**src/rtl/move_step_sequencer_pkg.sv**
```systemverilog
// Shared constants for the special-register move step sequencer:
// step encodings, ctrl strobe bit positions and default opcodes.
package cpu_ctrl_pkg;

  localparam int CTRL_W = 17;

  typedef enum logic [2:0] {
    ST_IDLE  = 3'd0,
    ST_T0    = 3'd1,
    ST_T1    = 3'd2,
    ST_T2    = 3'd3,
    ST_T3    = 3'd4,
    ST_FAULT = 3'd7
  } step_e;

  localparam int C_PCOUT   = 0;
  localparam int C_MARIN   = 1;
  localparam int C_INCPC   = 2;
  localparam int C_RZIN    = 3;
  localparam int C_RZLOOUT = 4;
  localparam int C_PCIN    = 5;
  localparam int C_READ    = 6;
  localparam int C_MDRIN   = 7;
  localparam int C_MDROUT  = 8;
  localparam int C_IRIN    = 9;
  localparam int C_GRA     = 10;
  localparam int C_RIN     = 11;
  localparam int C_ROUT    = 12;
  localparam int C_HIOUT   = 13;
  localparam int C_LOOUT   = 14;
  localparam int C_HIIN    = 15;
  localparam int C_LOIN    = 16;

  localparam int DEF_OP_MFHI = 24;
  localparam int DEF_OP_MFLO = 25;
  localparam int DEF_OP_MTHI = 26;
  localparam int DEF_OP_MTLO = 27;

endpackage

```
**src/rtl/move_step_sequencer_if.sv**
```systemverilog
// Handshake/strobe bundle between the IR/memory side and the step sequencer.
interface move_step_sequencer_if
  import cpu_ctrl_pkg::*;
#(
  parameter int OP_W = 5
);
  logic              start;
  logic              run;
  logic [OP_W-1:0]   ir_op;
  logic              mem_ready;
  logic [CTRL_W-1:0] ctrl;
  logic [2:0]        state;
  logic              busy;
  logic              done;
  logic              fault;

  modport master (
    output start, run, ir_op, mem_ready,
    input  ctrl, state, busy, done, fault
  );

  modport slave (
    input  start, run, ir_op, mem_ready,
    output ctrl, state, busy, done, fault
  );
endinterface

```
**src/rtl/move_step_sequencer_step_timer.sv**
```systemverilog
// Per-step cycle counter: holds the 1-based cycle index within the current step.
module step_timer #(
  parameter int STEP_HOLD   = 1,
  parameter int MEM_TIMEOUT = 15
) (
  input  logic clock,
  input  logic clear,
  input  logic restart,
  output logic hold_done,
  output logic timeout
);
  localparam int CNT_W = $clog2(MEM_TIMEOUT + 1);
  localparam logic [CNT_W-1:0] HOLD_CNT = CNT_W'(STEP_HOLD);
  localparam logic [CNT_W-1:0] TO_CNT   = CNT_W'(MEM_TIMEOUT);

  logic [CNT_W-1:0] cnt_q;

  // restart loads 1 because the entry cycle itself is the first cycle of the step
  always_ff @(posedge clock) begin
    if (!clear) begin
      cnt_q <= '0;
    end else if (restart) begin
      cnt_q <= CNT_W'(1);
    end else if (cnt_q != TO_CNT) begin
      cnt_q <= cnt_q + CNT_W'(1);
    end
  end

  assign hold_done = (cnt_q >= HOLD_CNT);
  assign timeout   = (cnt_q >= TO_CNT);

endmodule

```
**src/rtl/move_step_sequencer.sv**
```systemverilog
// Fetch/execute step sequencer for mfhi/mflo/mthi/mtlo: drives DataPath
// strobes per step, waits on mem_ready in T1 and traps illegal opcodes.
module move_step_sequencer
  import cpu_ctrl_pkg::*;
#(
  parameter int              OP_W        = 5,
  parameter int              STEP_HOLD   = 1,
  parameter int              MEM_TIMEOUT = 15,
  parameter logic [OP_W-1:0] OP_MFHI     = OP_W'(DEF_OP_MFHI),
  parameter logic [OP_W-1:0] OP_MFLO     = OP_W'(DEF_OP_MFLO),
  parameter logic [OP_W-1:0] OP_MTHI     = OP_W'(DEF_OP_MTHI),
  parameter logic [OP_W-1:0] OP_MTLO     = OP_W'(DEF_OP_MTLO)
) (
  input  logic                  clock,
  input  logic                  clear,
  move_step_sequencer_if.slave  bus
);

  step_e             state_q, state_nx;
  logic              seen_rdy_q;
  logic              done_q;
  logic              fault_q;
  logic              step_entry;
  logic              hold_done;
  logic              timeout;
  logic              op_legal;
  logic [CTRL_W-1:0] ctrl;

  assign op_legal = (bus.ir_op == OP_MFHI) || (bus.ir_op == OP_MFLO) ||
                    (bus.ir_op == OP_MTHI) || (bus.ir_op == OP_MTLO);

  assign step_entry = (state_nx != state_q);

  step_timer #(
    .STEP_HOLD   (STEP_HOLD),
    .MEM_TIMEOUT (MEM_TIMEOUT)
  ) u_timer (
    .clock     (clock),
    .clear     (clear),
    .restart   (step_entry),
    .hold_done (hold_done),
    .timeout   (timeout)
  );

  always_ff @(posedge clock) begin
    if (!clear) begin
      state_q    <= ST_IDLE;
      seen_rdy_q <= 1'b0;
      done_q     <= 1'b0;
      fault_q    <= 1'b0;
    end else begin
      state_q    <= state_nx;
      seen_rdy_q <= step_entry ? 1'b0 : (seen_rdy_q | ((state_q == ST_T1) & bus.mem_ready));
      done_q     <= (state_q == ST_T3) & op_legal & hold_done;
      fault_q    <= (state_nx == ST_FAULT);
    end
  end

  // ready on the timeout cycle still wins because it is tested first
  always_comb begin
    state_nx = state_q;
    case (state_q)
      ST_IDLE:  if (bus.start) state_nx = ST_T0;
      ST_T0:    if (hold_done) state_nx = ST_T1;
      ST_T1: begin
        if ((bus.mem_ready || seen_rdy_q) && hold_done) state_nx = ST_T2;
        else if (timeout)                               state_nx = ST_FAULT;
      end
      ST_T2:    if (hold_done) state_nx = ST_T3;
      ST_T3: begin
        if (!op_legal)      state_nx = ST_FAULT;
        else if (hold_done) state_nx = bus.run ? ST_T0 : ST_IDLE;
      end
      ST_FAULT: state_nx = ST_FAULT;
      default:  state_nx = ST_IDLE;
    endcase
  end

  // strobes depend on the current step (and ir_op in T3) only
  always_comb begin
    ctrl = '0;
    case (state_q)
      ST_T0: begin
        ctrl[C_PCOUT] = 1'b1;
        ctrl[C_MARIN] = 1'b1;
        ctrl[C_INCPC] = 1'b1;
        ctrl[C_RZIN]  = 1'b1;
      end
      ST_T1: begin
        ctrl[C_RZLOOUT] = 1'b1;
        ctrl[C_PCIN]    = 1'b1;
        ctrl[C_READ]    = 1'b1;
        ctrl[C_MDRIN]   = 1'b1;
      end
      ST_T2: begin
        ctrl[C_MDROUT] = 1'b1;
        ctrl[C_IRIN]   = 1'b1;
      end
      ST_T3: begin
        if (bus.ir_op == OP_MFHI) begin
          ctrl[C_GRA]   = 1'b1;
          ctrl[C_RIN]   = 1'b1;
          ctrl[C_HIOUT] = 1'b1;
        end else if (bus.ir_op == OP_MFLO) begin
          ctrl[C_GRA]   = 1'b1;
          ctrl[C_RIN]   = 1'b1;
          ctrl[C_LOOUT] = 1'b1;
        end else if (bus.ir_op == OP_MTHI) begin
          ctrl[C_GRA]  = 1'b1;
          ctrl[C_ROUT] = 1'b1;
          ctrl[C_HIIN] = 1'b1;
        end else if (bus.ir_op == OP_MTLO) begin
          ctrl[C_GRA]  = 1'b1;
          ctrl[C_ROUT] = 1'b1;
          ctrl[C_LOIN] = 1'b1;
        end
      end
      default: ctrl = '0;
    endcase
  end

  assign bus.ctrl  = ctrl;
  assign bus.state = state_q;
  assign bus.busy  = (state_q == ST_T0) || (state_q == ST_T1) ||
                     (state_q == ST_T2) || (state_q == ST_T3);
  assign bus.done  = done_q;
  assign bus.fault = fault_q;

endmodule
```
**src/flat_wrapper.sv**
```systemverilog
// flat-port wrapper written by rule: the top's interface ports become plain ports
module move_step_sequencer_flat import cpu_ctrl_pkg::*;
#(
  parameter int              OP_W        = 5,
  parameter int              STEP_HOLD   = 1,
  parameter int              MEM_TIMEOUT = 15,
  parameter logic [OP_W-1:0] OP_MFHI     = OP_W'(DEF_OP_MFHI),
  parameter logic [OP_W-1:0] OP_MFLO     = OP_W'(DEF_OP_MFLO),
  parameter logic [OP_W-1:0] OP_MTHI     = OP_W'(DEF_OP_MTHI),
  parameter logic [OP_W-1:0] OP_MTLO     = OP_W'(DEF_OP_MTLO)
)
  (clock, clear, bus_start, bus_run, bus_ir_op, bus_mem_ready, bus_ctrl, bus_state, bus_busy, bus_done, bus_fault);
  move_step_sequencer_if #(.OP_W(OP_W)) bus_i ();
  input  logic clock;
  input  logic clear;
  input wire logic [$bits(bus_i.start)-1:0] bus_start;
  input wire logic [$bits(bus_i.run)-1:0] bus_run;
  input wire logic [$bits(bus_i.ir_op)-1:0] bus_ir_op;
  input wire logic [$bits(bus_i.mem_ready)-1:0] bus_mem_ready;
  output wire logic [$bits(bus_i.ctrl)-1:0] bus_ctrl;
  output wire logic [$bits(bus_i.state)-1:0] bus_state;
  output wire logic [$bits(bus_i.busy)-1:0] bus_busy;
  output wire logic [$bits(bus_i.done)-1:0] bus_done;
  output wire logic [$bits(bus_i.fault)-1:0] bus_fault;
  assign bus_i.start = bus_start;
  assign bus_i.run = bus_run;
  assign bus_i.ir_op = bus_ir_op;
  assign bus_i.mem_ready = bus_mem_ready;
  assign bus_ctrl = bus_i.ctrl;
  assign bus_state = bus_i.state;
  assign bus_busy = bus_i.busy;
  assign bus_done = bus_i.done;
  assign bus_fault = bus_i.fault;
  move_step_sequencer #(.OP_W(OP_W), .STEP_HOLD(STEP_HOLD), .MEM_TIMEOUT(MEM_TIMEOUT), .OP_MFHI(OP_MFHI), .OP_MFLO(OP_MFLO), .OP_MTHI(OP_MTHI), .OP_MTLO(OP_MTLO)) u_core (.clock(clock), .clear(clear), .bus(bus_i));
endmodule
```
**config.mk**
```make
export PLATFORM = sky130hd
export DESIGN_NAME = move_step_sequencer_flat
export DESIGN_NICKNAME = d
export VERILOG_FILES = /design/src/rtl/move_step_sequencer_pkg.sv /design/src/rtl/move_step_sequencer_if.sv /design/src/rtl/move_step_sequencer_step_timer.sv /design/src/rtl/move_step_sequencer.sv /design/src/flat_wrapper.sv
export SDC_FILE = /design/constraint.sdc
export NUM_CORES = 1
export LEC_CHECK = 0
export BUFFER_PORTS_ARGS = -buffer_cell sky130_fd_sc_hd__buf_2
export CAP_MARGIN = 5
export CORE_UTILIZATION = 50
export DETAILED_ROUTE_END_ITERATION = 6
export HOLD_SLACK_MARGIN = 0.02
export PLACE_DENSITY = 0.83
export SETUP_SLACK_MARGIN = 0.3
export SYNTH_ARGS = -nofsm -noshare
export SYNTH_HDL_FRONTEND = slang
export SYNTH_SLANG_ARGS = --single-unit
```
**constraint.sdc**
```tcl
create_clock -name clock -period 4.5 [get_ports clock]
set_clock_uncertainty 0.2 [all_clocks]
set_input_delay 0.225 -clock clock [delete_from_list [all_inputs] [get_ports clock]]
set_output_delay 0.225 -clock clock [all_outputs]
set_load 0.02 [all_outputs]
```
---- After elaboration in Yosys (flattened, before gate mapping) ----
Cells that the tools add are included.
operators by class
  $lt $le $gt $ge ......................... 2
  multiplexer cells ....................... 27
  reduce and logical (&&, ||, !) cells .... 11
  eq/ne operators ......................... 12
  bitwise gates (word level) .............. 5
  add/sub/neg operators ................... 1
operators by type and width
  cell                   count
  $mux W3                8
  $eq A5 B5 Y1 const B   4
  $pmux W3 S6            1
  $mux W1                12
  $eq A3 B3 Y1 const B   3
  $mux W4                2
  $logic_or A1 B1 Y1     7
  $mux W7                1
  $eq A3 B2 Y1 const B   2
  $mux W2                3
  $add A4 B1 Y4 const B  1
  $ge A4 B1 Y1 const B   1
  $ge A4 B4 Y1 const B   1
  $ne A4 B4 Y1 const B   1
  $and A1 B1 Y1          3
  $eq A3 B1 Y1 const B   1
  $logic_not A3 Y1       1
  $ne A3 B3 Y1           1
  $reduce_bool A2 Y1     1
  $reduce_or A2 Y1       1
  $logic_and A1 B1 Y1    1
  $not A1 Y1             1
  $or A1 B1 Y1           1
word-level totals
  word-level logic and storage cells ...... 64
  output and inout port bits .............. 23
  flip-flop bits (word level) ............. 10

---- Longest topological paths before layout ----
Gate-level depths: netlist (run 1).
  depth after elaboration ................. 8
  mapped depth ............................ 6
  gate-level depth less buffers ........... 6

---- Modules after synthesis ----
A second synthesis (run 1) with hierarchy kept.
unflattened totals
  cell total of the unflattened synthesis .. 88
  area total of the unflattened synthesis .. 730.7 µm²
modules (own cells, without submodules)
  module               area an instance (µm²)  cells each  instances
  move_step_sequencer  508.0                   63          1
  step_timer           222.7                   25          1

---- Worst setup path after synthesis (run 1) ----
No wires, ideal clock.
  path type ............................... register -> register
  start point ............................. reg u_core.state_q[1] (netlist: u_core.bus.state[1])
  end point ............................... reg u_core.fault_q (netlist: u_core.bus.fault)
  buffers on the path ..................... 1
  data arrival time ....................... 2.018 ns
  slack ................................... 2.224 ns
  library setup time ...................... 0.058 ns
  stages on the path, launching flop included .. 5
  required time ........................... 4.242 ns
  path through ............................ dfxtp_1 -> buf_2 -> nor3b_1 -> a221o_1 -> o22a_1
on the way
  longest elaborated chain between the ends .. 4
  elaborated cells on any way between the ends .. 15
  those cells by class .................... eq/ne (6); mux (8); reduce/logical (1)
RTL lines
  item                               RTL line                                              text
  start: declaration                 move_step_sequencer.sv:19                             step_e state_q, state_nx;
  start signal: assignment           move_step_sequencer.sv:52                             state_q <= state_nx;
  $mux W3, on equally long branches  move_step_sequencer.sv:72, move_step_sequencer.sv:67
  $mux W3, on equally long branches  move_step_sequencer.sv:71, move_step_sequencer.sv:66
  $pmux W3 S6 *                      move_step_sequencer.sv:62                             case (state_q)
  $eq A3 B3 Y1 *                     move_step_sequencer.sv:55                             fault_q <= (state_nx == ST_FAULT);
  end signal: assignment             move_step_sequencer.sv:55
  end: declaration                   move_step_sequencer.sv:22                             logic fault_q;
Mark *: on every way between the ends. The rest lies on a longest branch, timed or not.
A chain may end at the register's enable or synchronous reset.

---- Final worst setup path (run 1) ----
  start point ............................. reg u_core.state_q[0] (netlist: u_core.bus.state[0])
  end point ............................... out bus_ctrl[15]
on the way
  longest elaborated chain between the ends .. 2
RTL lines
  item              RTL line                   text
  $eq A3 B3 Y1      move_step_sequencer.sv:82  case (state_q)
  $mux W7           move_step_sequencer.sv:82
  end: declaration  flat_wrapper.sv:20         output wire logic [$bits(bus_i.ctrl)-1:0] bus_ctrl;
No other way between the ends.

==> results of run 1 <==
==> layout make-up <==
type / count / area [um2] / area share (%)
sequential: 10 / 200 / 21.6
timing repair buffer: 32 / 160 / 17.3
tap: 15 / 18.8 / 2.03
multi-input combinational: 71 / 492 / 53.1
inverter: 5 / 18.8 / 2.03
clock buffer: 4 / 36.3 / 3.92
==> placed cells by master, fill, tap and decap left out, drive strengths merged <==
cell | Yosys | final
nor2 | 9 | 9
or2 | 2 | 2
o31a | 1 | 1
nand2 | 2 | 2
a221o | 1 | 1
and3 | 4 | 4
clkbuf | 4 | 4
nand2b | 3 | 3
and2 | 2 | 2
a2111oi | 1 | 1
nor3 | 5 | 5
nor2b | 2 | 2
ha | 3 | 3
buf | 8 | 32
xnor2 | 3 | 3
o211a | 1 | 1
nor4b | 1 | 1
o21ai | 6 | 6
nand3b | 1 | 1
nor3b | 1 | 1
o211ai | 4 | 4
o21a | 1 | 1
o22a | 1 | 1
a31oi | 1 | 1
dfxtp | 10 | 10
a21o | 1 | 1
or4b | 1 | 1
mux2 | 1 | 1
a21oi | 5 | 5
inv | 5 | 5
nand3 | 5 | 5
and3b | 1 | 1
a41oi | 1 | 1
o22ai | 1 | 1
==> worst max-delay path: stages (launching register included) <==
cell and delay (ns):
dfxtp_1 0.45, nor2_1 0.31, nand3_1 0.17, inv_1 0.15, and2_1 0.14, nor2b_1 0.12, buf_2 0.17
==> cell families after synthesis <==
kind of cell             after synthesis  share of synthesized area [%]
multiplexers                           1                           1.44
XOR/XNOR                               3                           3.35
adder cells (fa/ha/maj)                3                           4.79
AO/OA/AOI/OAI                         25                           23.0
flip-flops                            10                           25.5
buffers and inverters                 17                           11.8
AND/OR/NAND/NOR                       39                           30.1
==> registers in the layout, summed over array words and instances (netlist names) <==
name                  cells
u_core.bus.done           1
u_core.u_timer.cnt_q      4
u_core.bus.fault          1
u_core.seen_rdy_q         1
u_core.bus.state          3
==> metal layers <==
metal / up-vias / part of all wire [%] / routed length, um / track usage (%)
li1: 390 / - / - / -
met1: 350 / 44 / 819 / 32.7
met2: 43 / 48 / 897 / 37.2
met3: 0 / 7.8 / 145 / 7.83
met4: 0 / 0 / 0 / 3.87
met5: - / 0 / 0 / 0
==> power by group through the flow <==
| stage | Combinational, uW | Sequential [uW] | Clock (uW) |
|---|---|---|---|
| after floorplan | 121 | 110 | 0 |
| after CTS | 140 | 114 | 85.5 |
| after detailed placement | 139 | 116 | 0 |
| after global placement | 136 | 115 | 0 |
| after global routing | 153 | 116 | 88.2 |
| final | 140 | 114 | 84.5 |
==> through the flow <==
stage / worst slack [ns] / hold slack (ns) / cell area [um2] / cells / util [%]
CTS: 2.30 / 0.0636 / 926 / 137 / 67.0
global route: 2.14 / 0.0779 / 926 / 137 / 67.0
floorplan: 2.22 / 0.328 / 785 / 98 / -
detailed placement: 2.39 / 0.363 / 890 / 133 / 64.3
global placement: 2.47 / 0.345 / 890 / 133 / 64.3
finish: 2.30 / 0.0701 / 926 / 137 / 67.0
==> how the worst max path moves through the flow <==
stage	start	to	cells after the start	slack, ns
2_1_floorplan	u_core.bus.state[1]	u_core.bus.fault	4	2.22
3_3_place_gp	u_core.u_timer.cnt_q[1]	u_core.u_timer.cnt_q[0]	6	2.47
3_5_place_dp	u_core.u_timer.cnt_q[1]	u_core.u_timer.cnt_q[0]	6	2.39
4_1_cts	u_core.bus.state[0]	bus_ctrl[15]	6	2.30
5_1_grt	u_core.bus.state[0]	bus_ctrl[15]	6	2.14
6_report	u_core.bus.state[0]	bus_ctrl[15]	6	2.30
==> results.json, run 1 <==
{
  "hold_viol_final": 0,
  "grt_max_degree": 18,
  "cts_buffer_depth": 2,
  "drc": 0,
  "setup_tns_ns": 0,
  "ys_seq_area_share_pct": 25.5,
  "cts_buffers": 3,
  "finalNetCount": 136,
  "synth_edf_count": 0,
  "timing.rr.end": "u_core.u_timer.cnt_q[0]",
  "regToRegSetupSlack_ns": 2.37,
  "combPwrFrac_pct": 41.4,
  "p_per_area_nw_per_um2": 366,
  "dp_hpwl_mm": 1.38,
  "globalplace.congestion": 0.860,
  "synth_cells": 98,
  "grt_use_total_pct": 23.9,
  "grt_pass1_vias": 696,
  "initial_core_util_pct": 56.7,
  "cts_max_level": 1,
  "synth_top_cell_by_area": "dfxtp_1",
  "p_leak_uw": 0.000481,
  "numClockSinks": 10,
  "period_share_pct": 48.8,
  "synth_most_common_cell": "dfxtp_1",
  "cts_resized": 0,
  "clkPwrFrac_pct": 24.9,
  "drt_wl_total_mm": 1.86,
  "postRouteAntennaNets": 0,
  "synth_commonest_cells": "10 x dfxtp_1, 9 x nor2_1, 7 x buf_4",
  "crit_path_start_kind": "flop",
  "max_freq_mhz": 455,
  "status": "completed",
  "hold_start": "clear",
  "timing.rr.start": "u_core.u_timer.cnt_q[1]",
  "antenna_found_initial": 0,
  "p_switching_uw": 138,
  "synth_area_leaders": "dfxtp_1 26%, buf_4 6.7%, ha_1 4.8%",
  "root_buffer": "clkbuf_4",
  "hold_class": "input port to flop",
  "diodes": 0,
  "grt-ovfl-total": 0,
  "switching_share_pct": 40.7,
  "portBuffers": 32,
  "vias_per_cell": 5.72,
  "rows": 13,
  "syn_area_um2": 785,
  "ys_async_sr_fraction_pct": 0,
  "path_max_fanout": 15,
  "report.final.slew_viol_count": 0,
  "min_period_ns": 2.20,
  "ir_drop_v": 0.000261,
  "drv_cap": 0,
  "clkTransAtPathRegs_ns": 0.08,
  "synthFlopType": "dfxtp_1",
  "rsz0062_at_grt": "false",
  "core_area_um2": 1380,
  "arrival_ns": 1.77,
  "n_fill_cell": 117,
  "setup_violations": 0,
  "syn-num-nets": 111,
  "tightestPinTransition_ns": 0.547,
  "seq_power_share_pct": 33.7,
  "avgSynthCellArea_um2": 8.01,
  "vias": 783,
  "yosysWarningCount": 0,
  "worstPathRequired_ns": 4.07,
  "dieArea_um2": 1730,
  "min_to": "u_core.u_timer.cnt_q[0]",
  "grt_pass1_wl_mm": 3.25,
  "synth_cell_types": 42,
  "drt_iter0_drc": 26,
  "r2r_cells": 6,
  "critical_path_class": "flop to output pin",
  "cts_tree": "done",
  "dr.pass1.iters": 5,
  "postCtsSetupBuffers": 0,
  "clock_latency_ns": 0.28,
  "end_kind": "output pin",
  "die_h_um": 41.6,
  "power.total_uw": 339,
  "layout-drive-gt1-share_pct": 36.9,
  "slew_headroom_pct": 63.5,
  "ys_ff_latch": 10,
  "p_int_uw": 201,
  "wl_per_cell_um": 13.6,
  "synth_top_area_share_pct": 25.5,
  "chipWidth_um": 41.6,
  "syn2layout_area_growth_pct": 18.0,
  "postCtsHoldBufs": 0,
  "pin_count": 33,
  "hold_depth": 2
}
Power figures use the tool's default switching activity.
==> inputs of run 2 (changes only) <==
CORE_UTILIZATION = 42   (was 50)
PLACE_DENSITY = 0.74   (was 0.83)
clock period = 2 ns   (was 4.5 ns; I/O delays follow)
==> run 2 against run 1 <==
Effect of this change: the run now ends with negative setup slack left; sequential share of layout area is 4.4 points lower; sequential power grew 130%; combinational power grew to 3.6 times the previous value; clock power increased by 120%; clock-buffer cell count stayed put; wire length grew 43%; core utilization is 5.1 points higher; critical path depth unchanged; register-to-register slack lost 2.4 ns; first-iteration DRC count up 85%; global-route usage increased by 0.94 points; die area is 18% higher.
==> results.json, run 2 (synthesis results as in run 1) <==
{
  "p_int_uw": 568,
  "p_per_area_nw_per_um2": 757,
  "dpl_cell_area_um2": 1040,
  "design_area_um2": 1260,
  "cts_buffers": 3,
  "grtUsageMet2_pct": 41.2,
  "worstPathRequired_ns": 1.95,
  "critical_path_class": "flop to flop",
  "setup_tns_ns": -0.00537,
  "crit_path_start_kind": "flop",
  "drv_cap": 0,
  "n_fill_cell": 134,
  "max_freq_mhz": 499,
  "finalNetCount": 156,
  "pin_count": 33,
  "drt_wl_total_mm": 2.65,
  "report.final.slew_viol_count": 0,
  "grt_pass1_vias": 743,
  "setup_violations": 1,
  "busiest_layer": "met2",
  "met1_usage_pct": 31.3,
  "initial_core_util_pct": 44.9,
  "hold_class": "input port to flop",
  "p_switching_uw": 386,
  "path_cells": "inv_2 -> ha_4 -> or4b_4 -> o211ai_4 -> o21ai_1 -> o31a_1",
  "numClockSinks": 10,
  "most-common-layout-cells": "23 x buf_2, 23 x buf_4, 6 x nor2_1, 5 x dfxtp_1",
  "switching_share_pct": 40.5,
  "root_buffer": "clkbuf_4",
  "largest_register_ffs": 4,
  "path_max_fanout": 5,
  "dr.pass1.iters": 4,
  "use_met3_pct": 8.00,
  "violations": "negative setup slack",
  "cts_buffer_depth": 2,
  "ff_latch_area_um2": 216,
  "power.total_uw": 953,
  "dieArea_um2": 2040,
  "hold_viol_final": 0,
  "globalplace.congestion": 0.921,
  "seq_power_share_pct": 26.9,
  "slew_headroom_pct": 75.7,
  "multi_input_area_um2": 606,
  "grt_pass1_wl_mm": 3.57,
  "grt-ovfl-total": 0,
  "core_area_um2": 1750,
  "path_buf_inv": 1,
  "regToRegSetupSlack_ns": -0.005,
  "syn2layout_area_growth_pct": 60.4,
  "portBuffers": 32,
  "clock_latency_ns": 0.28,
  "combPwrFrac_pct": 53.2,
  "final.setup.worst_slack_ns": -0.00537,
  "wl_per_cell_um": 15.9,
  "dp_hpwl_mm": 1.50,
  "cp_slowest_cell": "or4b_4",
  "clkTransAtPathRegs_ns": 0.08,
  "cts_max_level": 1,
  "rows": 15,
  "postRouteAntennaNets": 0,
  "drc": 0,
  "p_leak_uw": 0.000593,
  "grt_max_degree": 16,
  "vias_per_cell": 5.49,
  "ir_drop_v": 0.000482,
  "drt_iter0_drc": 48,
  "critPathMaxStageDelay_ns": 0.56,
  "arrival_ns": 1.96,
  "min_period_ns": 2.01,
  "die_h_um": 45.2,
  "rsz0062_at_grt": "true",
  "cts_tree": "done",
  "top_register": "u_core.u_timer.cnt_q",
  "crit_family": "compound AO/OA/AOI/OAI gates",
  "grt_use_total_pct": 24.9,
  "layout-drive-gt1-share_pct": 62.7,
  "antenna_found_initial": 0,
  "diodes": 0,
  "status": "complete, but fails checks",
  "period_share_pct": 100,
  "clkPwrFrac_pct": 19.9,
  "end_kind": "flop",
  "chipWidth_um": 45.2,
  "tightestPinTransition_ns": 0.355,
  "vias": 916
}
run 2: per-layer routing:
layer	part of all wire (%)	wire, um
met2	49	1310
met4	3.4	91
met1	39	1040
met3	8.1	214
met5	0	0
run 2: repair_timing:
action,4_1_cts,5_1_grt
setup endpoints to repair,19,19
hold endpoints to repair,6,0
hold buffers,1,0
setup buffers,8,1
pin swaps,11,3
gates resized for setup,18,17
run 2: worst reg2reg max path, stage by stage, from the launching register on:
cell      delay, ns
dfxtp_2        0.33
inv_2          0.05
ha_4           0.16
or4b_4         0.56
o211ai_4       0.25
o21ai_1        0.10
o31a_1         0.24
run 2: cell type report:
type | instances | area share (%)
sequential | 10 | 17.2
clock buffer | 4 | 2.88
multi-input combinational | 71 | 48.1
tap | 25 | 2.49
timing repair buffer | 52 | 27.8
inverter | 5 | 1.49
run 2: metrics by stage:
| step | instances | util, % | setup slack, ns | hold WS [ns] |
|---|---|---|---|---|
| floorplan | 98 | - | 0.0398 | 0.0315 |
| global placement | 153 | 59.4 | 0.0330 | 0.224 |
| detailed placement | 153 | 59.4 | -0.0362 | 0.237 |
| CTS | 166 | 68.7 | 0.0332 | 0.0406 |
| global route | 167 | 72.1 | -0.0594 | 0.0515 |
| finish | 167 | 72.1 | -0.00537 | 0.0405 |
run 2: final timing paths:
path | start | endpoint | cells after the start
worst max register to register | u_core.u_timer.cnt_q[1] | u_core.u_timer.cnt_q[0] | 6
worst min-delay path | bus_mem_ready | u_core.seen_rdy_q | 4
worst max-delay path | u_core.u_timer.cnt_q[1] | u_core.u_timer.cnt_q[0] | 6
worst min register to register | u_core.bus.state[0] | u_core.bus.state[1] | 1
run 2: power by group through the flow:
stage / logic (uW) / clock network (uW) / registers, uW
3_3_place_gp: 379 / 0 / 254
4_1_cts: 450 / 193 / 254
3_5_place_dp: 387 / 0 / 256
2_1_floorplan: 296 / 0 / 255
5_1_grt: 533 / 203 / 260
6_report: 507 / 189 / 257
==> inputs of run 3 (changes only) <==
ABC_AREA = 1   (was not set)
CORE_UTILIZATION = 41   (was 42)
PLACE_DENSITY = 0.73   (was 0.74)
==> run 3 against run 2 <==
Effect of this change: the flow now finishes without violations; sequential power up 5%; sequential share of layout area down 0.50 points; combinational power up 22%; first-iteration DRC count down 50%; clock power down 4%; design area up 4.2%.
==> results.json, run 3 <==
{
  "status": "completed",
  "syn2layout_area_growth_pct": 73.8,
  "drt_wl_total_mm": 2.44,
  "ys_async_sr_fraction_pct": 0,
  "cp_slowest_cell": "dfxtp_4",
  "synth_edf_count": 0,
  "synth-simple-area-share_pct": 45.1,
  "clkPwrFrac_pct": 17.0,
  "ys_seq_area_share_pct": 26.5,
  "synth_top_area_share_pct": 26.5,
  "cts_buffer_depth": 2,
  "slew_headroom_pct": 80.4,
  "path_buf_inv": 4,
  "hold_class": "input port to flop",
  "synthAdderAreaFrac_pct": 4.98,
  "diodes": 0,
  "vias_per_cell": 5.00,
  "core_area_um2": 1730,
  "grt-ovfl-total": 0,
  "post-place-ws_ns": 0.117,
  "final.setup.worst_slack_ns": 0.176,
  "end_kind": "output pin",
  "syn-num-nets": 131,
  "hold_start": "bus_run",
  "yosysWarningCount": 0,
  "drt_iter0_drc": 24,
  "chipWidth_um": 44.9,
  "arrival_ns": 1.52,
  "crit_path_start_kind": "flop",
  "layout-drive-gt1-share_pct": 61.5,
  "avgSynthCellArea_um2": 6.39,
  "cts_max_level": 1,
  "rsz0062_at_grt": "true",
  "ys_ff_latch": 10,
  "startpoint": "u_core.bus.state[1]",
  "min_to": "u_core.bus.state[0]",
  "path_max_fanout": 6,
  "root_buffer": "clkbuf_4",
  "p_per_area_nw_per_um2": 819,
  "setup_tns_ns": 0,
  "timing.rr.end": "u_core.u_timer.cnt_q[2]",
  "hold_depth": 5,
  "top_register": "u_core.u_timer.cnt_q",
  "crit_family": "simple AND/OR/NAND/NOR gates",
  "dieArea_um2": 2020,
  "combPwrFrac_pct": 57.9,
  "globalplace.congestion": 0.881,
  "p_int_uw": 582,
  "vias": 930,
  "synth_cells": 118,
  "final_common_cell": "buf_2",
  "portBuffers": 32,
  "tightestPinTransition_ns": 0.292,
  "timing.rr.start": "u_core.u_timer.cnt_q[1]",
  "wl_per_cell_um": 13.1,
  "numClockSinks": 10,
  "initial_core_util_pct": 43.7,
  "worstPathRequired_ns": 1.70,
  "utilization_pct": 75.9,
  "clkTransAtPathRegs_ns": 0.07,
  "setup_violations": 0,
  "critical_path_class": "flop to output pin",
  "critPathMaxStageDelay_ns": 0.36,
  "postRouteAntennaNets": 0,
  "syn_area_um2": 754,
  "p_leak_uw": 0.000673,
  "p_switching_uw": 492,
  "grt_use_total_pct": 20.1,
  "dr.pass1.iters": 4,
  "seq_power_share_pct": 25.2,
  "cts_tree": "done",
  "drv_cap": 0,
  "r2r_cells": 10,
  "synth_most_common_cell": "nor2_1",
  "dp_hpwl_mm": 1.37,
  "die_h_um": 44.9,
  "clock_latency_ns": 0.27,
  "grt_max_degree": 7,
  "hold_viol_final": 0,
  "synth-xor-area-share_pct": 1.16,
  "synth_top_cell_by_area": "dfxtp_1",
  "most-common-layout-cells": "26 x buf_2, 13 x nand2_1, 13 x nor2_1, 12 x inv_1, 12 x buf_4",
  "synth_compound_area_share_pct": 5.31,
  "report.final.slew_viol_count": 0,
  "synth_top_family_by_area": "simple AND/OR/NAND/NOR gates",
  "period_share_pct": 91.2,
  "grt_pass1_vias": 720,
  "ir_drop_v": 0.000549,
  "drc": 0,
  "pin_count": 33,
  "synthFlopType": "dfxtp_1",
  "regToRegSetupSlack_ns": 0.19,
  "grt_pass1_wl_mm": 2.93,
  "path_cells": "inv_2 -> nand2_4 -> nor2_4 -> inv_2 -> nor2_4 -> clkinv_4 -> nor3_4 -> buf_6",
  "largest_register_ffs": 4,
  "finalNetCount": 175,
  "cts_buffers": 3,
  "synth_area_leaders": "dfxtp_1 27%, nor2_1 11%, nand2_1 9.5%",
  "antenna_found_initial": 0,
  "switching_share_pct": 45.8,
  "synth_cell_types": 21,
  "synthMuxAreaShare_pct": 0,
  "synth_commonest_cells": "22 x nor2_1, 19 x nand2_1, 17 x inv_1",
  "max_freq_mhz": 548,
  "rows": 15,
  "min_period_ns": 1.82
}
==> run 3: cell count changes in the layout (fill, tap and decap cells not counted), moves of 6 or more <==
cell,previous run,this run
buf_4,23,12
nand2_1,2,13
inv_1,2,12
nor2_1,6,13
nand2_2,0,6
nor2_4,2,8
==> run 3: final cells by class <==
class                           count  area, um2
Multi-Input combinational cell     81        626
Clock buffer                        4       36.3
Tap cell                           25       31.3
Fill cell                         127        415
Timing Repair Buffer               46        307
Sequential cell                    10        219
Inverter                           20       92.6
==> run 3: per-layer routing <==
layer  track usage [%]  vias to the layer above  wire length, um
met5                 0                        -                0
met4              10.9                        0               76
met3              2.40                       10              116
met2              33.2                       37             1290
met1              25.4                      435              963
li1                  -                      448                -
==> run 3: cells by family (layout without fill, tap and decap cells) <==
| group | after synthesis | in the layout |
|---|---|---|
| AO/OA/AOI/OAI | 7 | 7 |
| XOR/XNOR | 1 | 1 |
| adder cells (fa/ha/maj) | 3 | 3 |
| buffers and inverters | 27 | 70 |
| flip-flops | 10 | 10 |
| AND/OR/NAND/NOR | 70 | 70 |
==> run 3: per-stage QoR <==
stage                     instance area, um2  cells  hold slack (ns)  total power, uW
final                                   1310    186           0.0886             1070
after global routing                    1310    186           0.0851             1130
after CTS                               1090    179           0.0483              909
after detailed placement                 933    168            0.168              671
after global placement                   933    168            0.156              666
after floorplan                          795    118           0.0166              598
==> run 3: what timing repair did <==
item	4_1_cts	5_1_grt
setup endpoints to repair	15	13
endpoints found under the hold margin	10	0
pin swaps	3	10
hold buffers	3	0
buffers inserted	4	7
gates resized for setup	23	46
==> run 3: worst register-to-register path: cells and delay by family (launching register included) <==
family,cells,cell delay [ns]
flops,1,0.37
buf+inv,1,0.05
simple gates,8,0.93
fa+ha+maj,1,0.16
==> run 3: worst max path at each step <==
stage	endpoint	slack, ns	cells past startpoint
2_1_floorplan	bus_ctrl[11]	0.25	7
3_3_place_gp	u_core.u_timer.cnt_q[0]	0.14	12
3_5_place_dp	u_core.u_timer.cnt_q[0]	0.12	12
4_1_cts	u_core.u_timer.cnt_q[0]	0.26	13
5_1_grt	u_core.u_timer.cnt_q[2]	0.08	11
6_report	bus_ctrl[15]	0.18	8
==> run 3: power by group through the flow <==
| stage | logic [uW] | registers, uW | clock network (uW) |
|---|---|---|---|
| after CTS | 465 | 261 | 184 |
| final | 621 | 270 | 182 |
| after detailed placement | 410 | 261 | 0 |
| after global routing | 663 | 271 | 194 |
| after global placement | 408 | 259 | 0 |
| after floorplan | 332 | 266 | 0 |
